[src/rtl/float_multiply_seq_32bit.sv]
// Purpose     : sequential IEEE-754 single-precision multiplier, shift-add mantissa, truncating.
// Latency     : done pulses in the cycle after the 25th edge following the accepting edge; 26-cycle throughput.
// Backpressure: none; start is taken only in IDLE, and start while busy is ignored.
//
// Ports:
//   clk, rst             rising-edge clock, synchronous active-high reset
//   start                request, sampled only when idle
//   multiplicand         operand A, captured on the accepted start
//   multiplier           operand B, captured on the accepted start
//   product              result, held until the next result is written
//   busy                 high from the accepted start until done
//   done                 one-cycle pulse, product valid in the same cycle
//
// Optional feature: define SPECIAL_CASE_EN for inf/NaN/zero handling and exponent
// overflow/underflow clamping. Without it, the exponent wraps modulo 256 and the
// hidden bit is always 1.
module float_multiply_seq_32bit #(
  parameter int MANT_W = 24,
  parameter int EXP_W  = 8,
  parameter int BIAS   = 127
) (
  input  logic        clk,
  input  logic        rst,
  input  logic        start,
  input  logic [31:0] multiplicand,
  input  logic [31:0] multiplier,
  output logic [31:0] product,
  output logic        busy,
  output logic        done
);

  localparam int ACC_W  = 2 * MANT_W;
  localparam int FRAC_W = MANT_W - 1;
  localparam int CNT_W  = $clog2(MANT_W);
  // Two guard bits so the biased sum can be negative or exceed the field range.
  localparam int XW     = EXP_W + 2;

  typedef enum logic [1:0] {
    IDLE = 2'd0,
    MUL  = 2'd1,
    NORM = 2'd2
  } state_t;

  state_t             state;
  logic [CNT_W-1:0]   cnt;
  logic [ACC_W-1:0]   acc;
  logic [MANT_W-1:0]  mant_a;
  logic [MANT_W-1:0]  mant_b;
  logic               sign;
  logic [XW-1:0]      exp_sum;

  // Operand fields as presented on the inputs (used only on the accepting edge).
  logic [EXP_W-1:0]   a_exp, b_exp;
  logic [FRAC_W-1:0]  a_frac, b_frac;
  logic [XW-1:0]      exp_sum_nxt;

  assign a_exp  = multiplicand[30 -: EXP_W];
  assign b_exp  = multiplier[30 -: EXP_W];
  assign a_frac = multiplicand[FRAC_W-1:0];
  assign b_frac = multiplier[FRAC_W-1:0];
  assign exp_sum_nxt = {2'b00, a_exp} + {2'b00, b_exp} - XW'(BIAS);

  // Normalisation of the finished accumulator.
  logic               norm_hi;
  logic [FRAC_W-1:0]  frac_fin;
  logic [XW-1:0]      exp_fin;
  logic [31:0]        result_nxt;

  assign norm_hi  = acc[ACC_W-1];
  assign frac_fin = norm_hi ? acc[ACC_W-2 -: FRAC_W] : acc[ACC_W-3 -: FRAC_W];
  assign exp_fin  = exp_sum + XW'(norm_hi);

`ifdef SPECIAL_CASE_EN
  // Operand class is resolved at capture time so NORM only has to select.
  typedef enum logic [1:0] {
    CLS_NONE = 2'd0,
    CLS_ZERO = 2'd1,
    CLS_INF  = 2'd2,
    CLS_NAN  = 2'd3
  } cls_t;

  cls_t cls;
  cls_t cls_nxt;
  logic a_max, b_max, a_zero, b_zero;

  assign a_max  = (a_exp == '1);
  assign b_max  = (b_exp == '1);
  assign a_zero = (a_exp == '0);
  assign b_zero = (b_exp == '0);

  always_comb begin
    cls_nxt = CLS_NONE;
    if (a_max || b_max) begin
      // inf x 0 and any NaN input give the canonical quiet NaN.
      if ((a_max && ((a_frac != '0) || b_zero)) || (b_max && ((b_frac != '0) || a_zero)))
        cls_nxt = CLS_NAN;
      else
        cls_nxt = CLS_INF;
    end else if (a_zero || b_zero) begin
      cls_nxt = CLS_ZERO;
    end
  end

  logic unused_bits;
  assign unused_bits = ^acc[ACC_W-MANT_W-2:0];

  always_comb begin
    result_nxt = {sign, exp_fin[EXP_W-1:0], frac_fin};
    case (cls)
      CLS_NAN:  result_nxt = 32'h7FC0_0000;
      CLS_INF:  result_nxt = {sign, {EXP_W{1'b1}}, {FRAC_W{1'b0}}};
      CLS_ZERO: result_nxt = {sign, 31'h0};
      default: begin
        if ($signed(exp_fin) >= $signed(XW'(255)))
          result_nxt = {sign, {EXP_W{1'b1}}, {FRAC_W{1'b0}}};
        else if ($signed(exp_fin) <= $signed(XW'(0)))
          result_nxt = {sign, 31'h0};
      end
    endcase
  end
`else
  // Low product bits are discarded by truncation; the exponent guard bits are
  // dropped because the exponent deliberately wraps.
  logic unused_bits;
  assign unused_bits = ^{acc[ACC_W-MANT_W-2:0], exp_fin[XW-1:EXP_W]};

  always_comb begin
    result_nxt = {sign, exp_fin[EXP_W-1:0], frac_fin};
  end
`endif

  always_ff @(posedge clk) begin
    if (rst) begin
      state   <= IDLE;
      product <= '0;
      busy    <= 1'b0;
      done    <= 1'b0;
      cnt     <= '0;
      acc     <= '0;
      mant_a  <= '0;
      mant_b  <= '0;
      sign    <= 1'b0;
      exp_sum <= '0;
`ifdef SPECIAL_CASE_EN
      cls     <= CLS_NONE;
`endif
    end else begin
      done <= 1'b0;
      case (state)
        IDLE: begin
          if (start) begin
            mant_a  <= {1'b1, a_frac};
            mant_b  <= {1'b1, b_frac};
            sign    <= multiplicand[31] ^ multiplier[31];
            exp_sum <= exp_sum_nxt;
            acc     <= '0;
            cnt     <= '0;
            busy    <= 1'b1;
`ifdef SPECIAL_CASE_EN
            cls     <= cls_nxt;
`endif
            state   <= MUL;
          end
        end
        MUL: begin
          // One partial product per clock, LSB of the multiplier first.
          if (mant_b[cnt])
            acc <= acc + (ACC_W'(mant_a) << cnt);
          cnt <= cnt + 1'b1;
          if (cnt == CNT_W'(MANT_W - 1))
            state <= NORM;
        end
        NORM: begin
          product <= result_nxt;
          done    <= 1'b1;
          busy    <= 1'b0;
          state   <= IDLE;
        end
        default: state <= IDLE;
      endcase
    end
  end

endmodule
[config.mk]
export PLATFORM = sky130hd
export DESIGN_NAME = float_multiply_seq_32bit
export DESIGN_NICKNAME = d
export VERILOG_FILES = /design/src/rtl/float_multiply_seq_32bit.sv
export SDC_FILE = /design/constraint.sdc
export NUM_CORES = 1
export LEC_CHECK = 0
export CELL_PAD_IN_SITES_DETAIL_PLACEMENT = 0
export CELL_PAD_IN_SITES_GLOBAL_PLACEMENT = 2
export CORE_ASPECT_RATIO = 1.1
export CORE_MARGIN = 2
export CORE_UTILIZATION = 37
export CTS_CLUSTER_DIAMETER = 80
export CTS_CLUSTER_SIZE = 25
export DETAILED_ROUTE_END_ITERATION = 16
export PLACE_DENSITY = 0.88
export SYNTH_ARGS = -nofsm -noshare
export SYNTH_HDL_FRONTEND = slang
export SYNTH_SLANG_ARGS = --single-unit
[constraint.sdc]
create_clock -name clk -period 9.95 [get_ports clk]
set_input_delay 1.99 -clock clk [delete_from_list [all_inputs] [get_ports clk]]
set_output_delay 1.99 -clock clk [all_outputs]
set_load 0.03 [all_outputs]
==> impl_metrics.json <==
{
  "status": "completed",
  "ys_warn_count": 0,
  "numCtsBuffers": 17,
  "setup_tns_ns": 0,
  "r2r_cells": 14,
  "r2r_slack_ns": 4.96,
  "synthToLayoutAreaGrowth_pct": 17.84,
  "dieArea_sq_mm": 0.02778,
  "synthTopCellsByArea": "dfxtp_1 30%, ha_1 8.1%, nand2_1 7.8%",
  "num_io_pins": 101,
  "drt-wirelength-per-cell_um": 17.07,
  "p_leak_nw": 4.399,
  "clock-root-buffer": "clkbuf_16",
  "synthAdderAreaFrac": 0.08460,
  "drt_iter0_drc": 423,
  "post_cts_buffers": 0,
  "crit_fanout": 40,
  "pwr-share-clk": 0.438,
  "synth_compound_area_frac": 0.2187,
  "holdBufCountCts": 0,
  "worst_path_max_delay_cell": "dfxtp_2",
  "fin_nets": 1420,
  "grt_pass1_vias": 8627,
  "synth_top_cell_by_area": "dfxtp_1",
  "required_ns": 10.32,
  "crit_arrival_ns": 5.36,
  "worstMarginPinSlew_ns": 1.065,
  "ys.flop_type": "dfxtp_1",
  "grt_usage": 0.2036,
  "postLayoutCoreUtil": 0.4426,
  "p_int_mw": 1.029,
  "synth_cell_type_count": 62,
  "synthCells": 1251,
  "skew_ns": 0.009143,
  "grt_setup_unrepaired": "no",
  "yosysTopAreaCellShare": 0.2965,
  "cts_resized": 0,
  "power_density_mw_per_mm2": 128.5,
  "drc": 0,
  "async_reset_ff_frac": 0,
  "finalSetupViolCount": 0,
  "worstHoldPathCells": 2,
  "placed_area_sq_mm": 0.01095,
  "critical-path-max-stage-delay_ns": 0.93,
  "layout-drive-gt1-share": 0.06226,
  "dp_hpwl_mm": 21.21,
  "ir_drop_uv": 87.83,
  "synthXorXnorAreaFrac": 0.05188,
  "end_kind": "flip-flop",
  "fin_area_sq_mm": 0.01154,
  "initial_core_util": 0.3756,
  "hold_class": "reg -> reg",
  "clockBufferDepth": 2,
  "netlist_area_sq_mm": 0.009791,
  "clock_tree.htree_level_count": 4,
  "antenna_cells": 0,
  "grt_overflow": 0,
  "antenna_found_initial": 0,
  "place.gp.congestion": 0.8866,
  "power.switching_uw": 452.9,
  "yosysMostFrequentCell": "nand2_1",
  "ys_ff_latch": 145,
  "clock_latency_ns": 0.44,
  "clkSinkCount": 145,
  "die_h_um": 174.6,
  "cts_tree": "yes",
  "power.share.switching": 0.3055,
  "fmax_mhz": 200.3,
  "fp.coreArea_sq_mm": 0.02607,
  "drtPass1Iterations": 5,
  "critical-path-top-delay-family": "compound AO/OA/AOI/OAI gates",
  "std_cell_rows": 62,
  "ys_seq_area_frac": 0.2965,
  "synth_edf_count": 0,
  "seqPwrFrac": 0.419,
  "fin_crit_ns": 4.993,
  "grt_start_max_net_pins": 79,
  "period_share": 0.5018,
  "synth_common_cells": "203 x nand2_1, 145 x dfxtp_1, 137 x a21oi_1",
  "die_w_um": 159.1,
  "numPortBuffers": 100,
  "total_power_mw": 1.482,
  "syn-num-nets": 1383,
  "synth_simple_gate_area_frac": 0.1907,
  "maxCapViolCount": 0,
  "drv_slew": 0,
  "vias_per_cell": 5.390,
  "maxSlewHeadroom": 0.2901,
  "hold_viol": 0,
  "syn_avg_cell_area_sq_um": 7.826,
  "grt_pass1_wl_mm": 45.30,
  "vias": 8910,
  "crit_path_cell_trace": "clkinv_1, mux2i_1, nand2_1, nand2_1, o21ai_0, o22ai_1, ha_1, nand4_1, o41ai_2, a31oi_1, a21oi_1, a41oi_1, xor2_1, o21ai_0",
  "crit_path_start_kind": "flip-flop",
  "crit_buf_inv": 1,
  "synthMuxAreaShare": 0.1136,
  "crit_type": "reg -> reg",
  "routed_wirelength_mm": 28.22,
  "worst-path-stages": 14,
  "combPwrFrac": 0.143,
  "clkTransAtPathRegs_ns": 0.07,
  "synth_top_family_by_area": "compound AO/OA/AOI/OAI gates",
  "antenna_left": 0
}
[worst reg2reg max path, cell delays in order, from the launching register on]
cell,delay [ns]
dfxtp_2,0.93
clkinv_1,0.48
mux2i_1,0.26
nand2_1,0.10
nand2_1,0.10
o21ai_0,0.35
o22ai_1,0.16
ha_1,0.43
nand4_1,0.23
o41ai_2,0.76
a31oi_1,0.31
a21oi_1,0.34
a41oi_1,0.17
xor2_1,0.16
o21ai_0,0.13
[state kept, by name, indices dropped and copies added, names as in the netlist]
signal and flops:
busy 1, sign 1, done 1, state 2
acc 48, exp_sum 8, cnt 5, mant_b 23
mant_a 24, product 32
[power by group through the flow]
stage	registers, mW	clock network, mW	logic [mW]
after CTS	0.621	0.668	0.214
after floorplan	0.624	0	0.150
after global routing	0.623	0.691	0.236
final	0.620	0.650	0.212
after detailed placement	0.634	0	0.213
after global placement	0.633	0	0.212
[per-stage QoR]
stage	hold WS [ns]	setup slack, ns	instances
after global routing	0.4643	4.542	1653
after floorplan	0.4315	5.919	1251
after CTS	0.4521	4.928	1653
after global placement	0.4395	4.923	1621
after detailed placement	0.4454	4.945	1621
final	0.4516	4.957	1653
[cell families (layout without fill, tap and decap cells)]
group           count (synthesis)  after routing
buf+inv                       109            159
simple gates                  433            433
compound gates                352            352
flops                         145            145
mux                            89             89
xor+xnor                       58             58
fa+ha+maj                      65             65
[cell type report]
class	count	area, sq um
clock buffers	17	425.4
multi-input cells	997	6469
fillers	2719	14530
inverters	16	60.06
flip-flops and latches	145	2904
well taps	352	440.4
repair buffers	111	1081
clock inverters	15	157.7
[metal layers]
layer  share of wire  vias to the layer above  GRT usage  routed length (um)
li1                -                     4544          -                   -
met1            0.44                     4128     0.2496               12470
met2            0.50                      206     0.3652               14180
met3           0.035                       32    0.03109                 985
met4           0.021                        0    0.06667                 595
met5               0                        -          0                   0
[placed cells by master, fill, tap and decap left out, types with 3 or more instances in the layout]
master	n
o31ai_1	5
nand4_1	14
xnor2_1	25
a221oi_1	3
nor2b_1	8
nand2_1	203
nand2b_1	10
o21ai_0	66
inv_8	6
or2_2	3
nand3_1	22
o21a_1	5
mux2i_1	59
buf_4	12
dfxtp_1	144
or4_1	4
inv_1	14
a221o_1	3
a21oi_1	137
ha_1	63
o22ai_1	14
a21o_1	29
a22oi_1	18
inv_6	5
nor2_1	126
nor4_1	3
mux2_2	16
clkbuf_16	17
a211oi_1	38
o21bai_1	8
xor2_1	33
and3_1	11
clkdlybuf4s50_1	99
nor3_1	10
and2_1	8
mux4_1	7
a31oi_1	9
mux4_2	7
[worst paths after layout]
kind               start     endpoint
setup reg to reg  cnt[0]      acc[44]
hold reg to reg     sign  product[31]
setup / recovery  cnt[0]      acc[44]
hold / removal      sign  product[31]
Power figures use the tool's default switching activity.
